$ cat src/rtl/ysyx_24110015_bus_pkg.sv
// Shared encodings and default widths for the memory-port arbiter.
package ysyx_24110015_bus_pkg;

    localparam int BUS_AW      = 32;
    localparam int BUS_DW      = 32;
    localparam int BUS_TIMEOUT = 255;

    typedef enum logic [1:0] {
        ST_IDLE = 2'd0,
        ST_REQ  = 2'd1,
        ST_RESP = 2'd2,
        ST_ERR  = 2'd3
    } arb_state_e;

    typedef enum logic {
        OWN_IFU = 1'b0,
        OWN_LSU = 1'b1
    } owner_e;

endpackage

$ cat src/rtl/ysyx_24110015_timeout_cnt.sv
// Counts cycles while enabled; flags expiry on the TIMEOUT-th counted cycle and on
// any later one. TIMEOUT=0 disables expiry entirely.
module ysyx_24110015_timeout_cnt #(
    parameter int TIMEOUT = 255
) (
    input  logic clk,
    input  logic rst,
    input  logic clr_i,
    input  logic en_i,
    output logic expired_o
);

    localparam int CW     = (TIMEOUT < 1) ? 1 : $clog2(TIMEOUT + 1);
    localparam int TC_INT = (TIMEOUT == 0) ? 0 : TIMEOUT - 1;
    localparam logic [CW-1:0] TC = CW'(TC_INT);

    logic [CW-1:0] cnt_q, cnt_d;

    always_comb begin
        cnt_d = cnt_q;
        if (clr_i) begin
            cnt_d = '0;
        end else if (en_i) begin
            cnt_d = cnt_q + CW'(1);
        end
    end

    always_ff @(posedge clk or negedge rst) begin
        if (!rst) begin
            cnt_q <= '0;
        end else begin
            cnt_q <= cnt_d;
        end
    end

    // cnt_q holds the cycles already counted, so cnt_q >= TIMEOUT-1 is the TIMEOUT-th one.
    assign expired_o = (TIMEOUT != 0) && en_i && (cnt_q >= TC);

endmodule

$ cat src/rtl/ysyx_24110015_mem_arbiter.sv
// Round-robin arbiter sharing one memory port between IFU and LSU, one transaction
// in flight, with a response timeout that returns an error to the owner.
module ysyx_24110015_mem_arbiter
    import ysyx_24110015_bus_pkg::*;
#(
    parameter int AW      = BUS_AW,
    parameter int DW      = BUS_DW,
    parameter int TIMEOUT = BUS_TIMEOUT
) (
    input  logic            clk,
    input  logic            rst,
    input  logic            ifu_req_valid,
    output logic            ifu_req_ready,
    input  logic [AW-1:0]   ifu_addr,
    output logic            ifu_resp_valid,
    input  logic            ifu_resp_ready,
    output logic [DW-1:0]   ifu_rdata,
    output logic            ifu_err,
    input  logic            lsu_req_valid,
    output logic            lsu_req_ready,
    input  logic [AW-1:0]   lsu_addr,
    input  logic            lsu_wen,
    input  logic [DW-1:0]   lsu_wdata,
    input  logic [DW/8-1:0] lsu_wmask,
    output logic            lsu_resp_valid,
    input  logic            lsu_resp_ready,
    output logic [DW-1:0]   lsu_rdata,
    output logic            lsu_err,
    output logic            mem_req_valid,
    input  logic            mem_req_ready,
    output logic [AW-1:0]   mem_addr,
    output logic            mem_wen,
    output logic [DW-1:0]   mem_wdata,
    output logic [DW/8-1:0] mem_wmask,
    input  logic            mem_resp_valid,
    output logic            mem_resp_ready,
    input  logic [DW-1:0]   mem_rdata,
    input  logic            mem_err,
    output logic            busy
);

    arb_state_e      state_q, state_d;
    owner_e          owner_q, owner_d;
    logic [AW-1:0]   addr_q, addr_d;
    logic            wen_q, wen_d;
    logic [DW-1:0]   wdata_q, wdata_d;
    logic [DW/8-1:0] wmask_q, wmask_d;

    logic            grant_ifu, grant_lsu;
    logic            owner_rready, resp_hs, cnt_en, expired;
    logic            resp_v, resp_e;
    logic [DW-1:0]   resp_d;

    // owner_q doubles as last_owner: it is only rewritten on a grant.
    // Grants are gated by rst so every output reads 0 while reset is held.
    always_comb begin
        grant_ifu = 1'b0;
        grant_lsu = 1'b0;
        if (rst && (state_q == ST_IDLE)) begin
            if (ifu_req_valid && lsu_req_valid) begin
                grant_lsu = (owner_q == OWN_IFU);
                grant_ifu = (owner_q == OWN_LSU);
            end else begin
                grant_ifu = ifu_req_valid;
                grant_lsu = lsu_req_valid;
            end
        end
    end

    assign owner_rready = (owner_q == OWN_LSU) ? lsu_resp_ready : ifu_resp_ready;
    assign resp_hs      = (state_q == ST_RESP) && mem_resp_valid && owner_rready;
    assign cnt_en       = (state_q == ST_REQ) || (state_q == ST_RESP);

    ysyx_24110015_timeout_cnt #(
        .TIMEOUT (TIMEOUT)
    ) u_timeout_cnt (
        .clk       (clk),
        .rst       (rst),
        .clr_i     (grant_ifu | grant_lsu),
        .en_i      (cnt_en),
        .expired_o (expired)
    );

    always_comb begin
        state_d = state_q;
        owner_d = owner_q;
        addr_d  = addr_q;
        wen_d   = wen_q;
        wdata_d = wdata_q;
        wmask_d = wmask_q;
        case (state_q)
            ST_IDLE: begin
                if (grant_lsu) begin
                    state_d = ST_REQ;
                    owner_d = OWN_LSU;
                    addr_d  = lsu_addr;
                    wen_d   = lsu_wen;
                    wdata_d = lsu_wdata;
                    wmask_d = lsu_wmask;
                end else if (grant_ifu) begin
                    state_d = ST_REQ;
                    owner_d = OWN_IFU;
                    addr_d  = ifu_addr;
                    wen_d   = 1'b0;
                    wdata_d = '0;
                    wmask_d = '0;
                end
            end
            // A handshake in the expiry cycle wins over the timeout.
            ST_REQ: begin
                if (mem_req_ready) begin
                    state_d = ST_RESP;
                end else if (expired) begin
                    state_d = ST_ERR;
                end
            end
            ST_RESP: begin
                if (resp_hs) begin
                    state_d = ST_IDLE;
                end else if (expired) begin
                    state_d = ST_ERR;
                end
            end
            ST_ERR: begin
                if (owner_rready) begin
                    state_d = ST_IDLE;
                end
            end
            default: state_d = ST_IDLE;
        endcase
    end

    always_ff @(posedge clk or negedge rst) begin
        if (!rst) begin
            state_q <= ST_IDLE;
            owner_q <= OWN_IFU;
            addr_q  <= '0;
            wen_q   <= 1'b0;
            wdata_q <= '0;
            wmask_q <= '0;
        end else begin
            state_q <= state_d;
            owner_q <= owner_d;
            addr_q  <= addr_d;
            wen_q   <= wen_d;
            wdata_q <= wdata_d;
            wmask_q <= wmask_d;
        end
    end

    always_comb begin
        resp_v = ((state_q == ST_RESP) && mem_resp_valid) || (state_q == ST_ERR);
        resp_e = ((state_q == ST_RESP) && mem_err) || (state_q == ST_ERR);
        resp_d = (state_q == ST_RESP) ? mem_rdata : '0;
    end

    assign ifu_req_ready  = grant_ifu;
    assign lsu_req_ready  = grant_lsu;
    assign ifu_resp_valid = (owner_q == OWN_IFU) && resp_v;
    assign ifu_err        = (owner_q == OWN_IFU) && resp_e;
    assign ifu_rdata      = (owner_q == OWN_IFU) ? resp_d : '0;
    assign lsu_resp_valid = (owner_q == OWN_LSU) && resp_v;
    assign lsu_err        = (owner_q == OWN_LSU) && resp_e;
    assign lsu_rdata      = (owner_q == OWN_LSU) ? resp_d : '0;

    assign mem_req_valid  = (state_q == ST_REQ);
    assign mem_resp_ready = (state_q == ST_RESP) && owner_rready;
    assign mem_addr       = addr_q;
    assign mem_wen        = wen_q;
    assign mem_wdata      = wdata_q;
    assign mem_wmask      = wmask_q;
    assign busy           = (state_q != ST_IDLE);

endmodule

$ cat config.mk
export PLATFORM = sky130hd
export DESIGN_NAME = ysyx_24110015_mem_arbiter
export DESIGN_NICKNAME = d
export VERILOG_FILES = /design/src/rtl/ysyx_24110015_bus_pkg.sv /design/src/rtl/ysyx_24110015_timeout_cnt.sv /design/src/rtl/ysyx_24110015_mem_arbiter.sv
export SDC_FILE = /design/constraint.sdc
export NUM_CORES = 1
export LEC_CHECK = 0
export CAP_MARGIN = 15
export CORE_MARGIN = 2
export CORE_UTILIZATION = 30
export CTS_CLUSTER_SIZE = 30
export DETAILED_ROUTE_END_ITERATION = 7
export DONT_BUFFER_PORTS = 1
export MAX_ROUTING_LAYER = met4
export PLACE_DENSITY = 0.46
export SETUP_SLACK_MARGIN = 0.3
export SYNTH_ARGS = -nofsm -noshare
export SYNTH_HDL_FRONTEND = slang
export SYNTH_HIERARCHICAL = 1
export SYNTH_SLANG_ARGS = --single-unit
export TNS_END_PERCENT = 10
$ cat constraint.sdc
create_clock -name clk -period 2 [get_ports clk]
set_input_delay 0.3 -clock clk [delete_from_list [all_inputs] [get_ports clk]]
set_output_delay 0.3 -clock clk [all_outputs]
set_load 0.05 [all_outputs]
==> After elaboration in Yosys (flattened, before gate mapping) <==
Index checks and enable logic that the tools add are counted.
{ "word_totals": {"reg_bits": 80, "in_bits": 142, "output_inout_bits": 142, "elab_cells": 62} }
{ "op_classes": {"addsub": 1, "magnitude_cmp": 1, "n_eq_ne": 5, "muxes": 26, "bitwise": 2, "n_reduce_logical": 20} }
{ "ops": {"columns": ["operator", "n"], "rows": [
  ["2-to-1 mux 32 bit", 7],
  ["2-to-1 mux 8 bit", 2],
  ["2-to-1 mux 2 bit", 6],
  ["logical AND 1 bit", 11],
  ["adder 8 x 1 -> 8 bit, second input constant", 1],
  ["greater-or-equal comparator 8 bit, second input constant", 1],
  ["2-to-1 mux 1 bit", 8],
  ["2-to-1 mux 4 bit", 2],
  ["case mux 2 bit (4 select lines)", 1],
  ["nonzero test 2 bit", 3],
  ["equality test 2 bit, second input constant", 2],
  ["AND reduction 2 bit", 2],
  ["logical OR 1 bit", 3],
  ["!= test 3 bit, second input constant", 1],
  ["equality test 2 x 1 -> 1 bit, second input constant", 1],
  ["logical NOT 2 bit", 1],
  ["!= test 2 bit, second input constant", 1],
  ["NOT 1 bit", 1],
  ["OR 1 bit", 1]
]} }

==> Depth between registers and ports, before layout <==
{ "logic_depth": {"ltp_word": 6, "mapped_depth": 9} }

==> Cells and area by module <==
Netlist, hierarchy kept.
{ "modules_own_cells": {"columns": ["module", "n_inst", "cells_per_inst", "area_each_um2"], "rows": [
  ["ysyx_24110015_mem_arbiter", 1, 387, 3674.8],
  ["ysyx_24110015_timeout_cnt", 1, 41, 414.1]
]} }

==> Worst setup path after synthesis <==
No wires, ideal clock.
{ "synth_timing": {"path_type": "reg2out", "from": "register state_q[0]", "to": "output port ifu_resp_valid", "arrival_ns": 1.677, "required_ns": 1.700, "path_slack_ns": 0.023, "stages_incl_launch_ff": 6, "n_path_buf": 1, "path_cell_list": "dfrtp_1 inv_1 ha_1 clkbuf_1 a21oi_1 nor2_1"} }
{ "synth_between": {"elab_chain_cells": 4, "word_cells_on_any_way": 5, "cone_classes": "2 x eq/ne; 3 x reduce/logical"} }
{ "synth_lines": {"columns": ["element", "line_no", "rtl"], "rows": [
  ["start, declared", "ysyx_24110015_mem_arbiter.sv:42", "arb_state_e state_q, state_d;"],
  ["start signal, assigned", "ysyx_24110015_mem_arbiter.sv:142", "state_q <= state_d;"],
  ["equality test 2 bit", "ysyx_24110015_mem_arbiter.sv:152", "resp_v = ((state_q == ST_RESP) && mem_resp_valid) || (state_q == ST_ERR);"],
  ["logical AND 1 bit", "ysyx_24110015_mem_arbiter.sv:152", null],
  ["logical OR 1 bit *", "ysyx_24110015_mem_arbiter.sv:152", null],
  ["logical AND 1 bit *", "ysyx_24110015_mem_arbiter.sv:159", "assign ifu_resp_valid = (owner_q == OWN_IFU) && resp_v;"],
  ["end, declared", "ysyx_24110015_mem_arbiter.sv:15", "output logic ifu_resp_valid,"]
]} }
Every way passes the cells marked *; elsewhere a longest branch is shown, timed or not.

==> Final worst setup path <==
{ "layout_timing": {"from": "register state_q[0]", "to": "output port ifu_rdata[16]"} }
{ "layout_between": {"elab_chain_cells": 3} }
{ "layout_lines": {"columns": ["element", "line_no", "rtl"], "rows": [
  ["equality test 2 bit", "ysyx_24110015_mem_arbiter.sv:154", "resp_d = (state_q == ST_RESP) ? mem_rdata : '0;"],
  ["2-to-1 mux 32 bit", "ysyx_24110015_mem_arbiter.sv:154", null],
  ["2-to-1 mux 32 bit", "ysyx_24110015_mem_arbiter.sv:161", "assign ifu_rdata = (owner_q == OWN_IFU) ? resp_d : '0;"],
  ["end, declared", "ysyx_24110015_mem_arbiter.sv:17", "output logic [DW-1:0] ifu_rdata,"]
]} }
Every way passes these cells.

==> metrics.cfg <==
[outcome]
status=finished, violations left
failed_checks=negative hold slack

[timing]
setup_viol=0
rsz0062_at_grt=yes
clock_skew_ns=0.0100
fin_crit_ns=1.94
period_share_pct=97.0
hold_ws_ns=-0.336
drv_slew=0
hold_viol=80
setup_tns_ns=0
fmax_ghz=0.516
relSlewSlack_pct=65.6
worst_pin_slew_ns=0.517

[drt]
wl_mm=14.9
via_per_inst=5.61
dr_total_vias=3795
drt_iter0_markers=221
first_pass_iters=4
drc_errors=0
ant_nets=0
routedWlPerCell_um=22.0

[pwr]
p_leak_uw=0.00270
peakVddDrop_mv=0.517
power.density_mw_per_mm2=1600

[clocking]
numCtsBuffers=9
cts-root-buf=clkbuf_16
clockBufferDepth=2
clkSlewWorstSetupHoldPaths_ns=0.06
htree_num_levels=3
cts_tree=yes
worstSkewPairLatency_ns=0.33
clock_sinks=80

[synth]
synth_top_cell_area_share_pct=49.0
synth_top_area_cell=dfrtp_1
syn_nets=577
yosys_register_bits=80
syn_area_per_cell_um2=9.55
synth_top_flop_cell=dfrtp_1
synth-edff-count=0
post_synth_inst_count=428
synth_area_leaders=dfrtp_1 49%, and3_1 9.9%, a22o_1 8.1%
async_flop_share_pct=100
synth.distinct_cells=33
yosysWarningCount=6
syn_area_mm2=0.00409
ys_seq_area_share_pct=49.0

[worst_setup_path]
r2r_slack_ns=0.23
regToRegStartpoint=owner_q
critPathCapture=ifu_rdata[16]
cp-startpoint=state_q[0]
critPathLaunchType=register
cp.arrival_ns=1.64
critical-path-max-stage-delay_ns=0.40
path_class=register to output port
critPathRequiredTime_ns=1.70
reg2reg_depth=5
worst_setup_path_end_kind=output port
rr_endpoint=mem_wdata[24]
cp_slowest_cell=dfrtp_1
cp_common_cell=buf_12
cp_max_fo=16
crit_chain=inv_2, ha_4, buf_12, buf_16, and3_4, buf_12

[die]
die_area_mm2=0.0146
core-area_mm2=0.0133
start_util_pct=30.8
die_y_um=121
io_pins=284
die_x_um=121
rows=42

[global_route]
grt_antenna_before_repair=0
grt_pass1_vias=3954
grt_max_degree=87
grt_util_all_layers_pct=20.2
grt_pass1_wl_mm=22.2
overflow=0

[layout]
antenna_cells=0
areaGrowthSynthToFinish_pct=62.9
nets=645
final_cell_mix=79 x dfrtp_1, 73 x buf_12, 63 x and3_4, 39 x nor2_1, 38 x a22o_1
drive_above_1_share_pct=40.3
layout_commonest_cell=dfrtp_1
final_util_pct=50.1

[job]
cap_violations=0

[placed_design]
place_hpwl_mm=10.2
place_congestion=0.748
port_buffers=0

[worst_hold_path]
hold_class=input pin to async pin

[how the worst min path moves through the flow]
| stage | startpoint | endpoint | slack, ns | cells after the start |
|---|---|---|---|---|
| 2_1_floorplan | rst | mem_addr[0] | 0.004 | 0 |
| 3_3_place_gp | rst | mem_wdata[6] | 0.006 | 0 |
| 3_5_place_dp | rst | mem_wdata[6] | 0.006 | 0 |
| 4_1_cts | rst | mem_wdata[1] | -0.35 | 0 |
| 5_1_grt | rst | mem_wdata[30] | -0.36 | 0 |
| 6_report | rst | mem_wdata[20] | -0.34 | 0 |
[routing by layer]
layer	global-route usage (%)	wire length [um]	vias to the layer above
met1	21.8	5330	1869
met4	6.18	274	0
met2	35.4	7940	206
met3	6.65	1360	16
met5	-	0	-
li1	-	-	1704
[cells in the mapped netlist (all sizes together), types with 2 or more instances]
master,number
a211oi,2
a21oi,8
a221oi,2
a22o,38
a31oi,32
and3,65
buf,26
clkbuf,20
dfrtp,80
ha,7
inv,8
nand2,3
nand3,36
nand4,3
nor2,45
o21ai,36
o32a,2
or3,3
xor2,3
[worst max-delay path: cells and delay by family, from the launching register on]
kind / cells / cell delay (ns)
DFF: 1 / 0.40
adders and majority gates: 1 / 0.16
buffers and inverters: 4 / 0.52
and+or+nand+nor: 1 / 0.21
[cells by family after synthesis]
family / Yosys count / synth area share, %
simple gates: 157 / 20.4
compound gates: 124 / 20.5
xor+xnor: 4 / 0.857
buf+inv: 54 / 6.52
mux: 2 / 0.612
fa+ha+maj: 7 / 2.14
flops: 80 / 49.0
[layout make-up]
type	instances	area [um2]
repair buffers	103	1870
clock buffers	12	267
inverters	8	30.0
well taps	176	220
clock inverters	4	27.5
multi-input cells	294	2240
flip-flops and latches	80	2000
fillers	1192	6640
[metrics by stage]
stage	hold slack [ns]	setup slack, ns	total power [uW]	instances	cell area (um2)
floorplan	0.00441	0.0821	7120	428	4120
global placement	0.00634	0.290	8310	645	5660
detailed placement	0.00645	0.252	8430	645	5660
CTS	-0.355	0.0799	10600	673	6570
global route	-0.362	0.00786	11100	677	6660
finish	-0.336	0.0610	10700	677	6660
[flip-flops by register name, summed over array words and instances, names as in the netlist]
signal               count
mem_wmask                4
state_q                  2
mem_addr                32
mem_wen                  1
u_timeout_cnt/cnt_q      8
owner_q                  1
mem_wdata               32
[where the power goes]
group          switching (uW)  total (uW)  internal, uW
Sequential               2640        4880          2240
Clock                     631        1570           940
Combinational            2280        4210          1920
[timing repair]
item,in CTS,in global routing
endpoints found under the setup margin,74,138
resized for setup,81,7
pin swaps,2,12
setup buffers,6,2
gates cloned,6,2
endpoints found under the hold margin,80,80
Note: power is estimated with default switching activity, not from simulation.
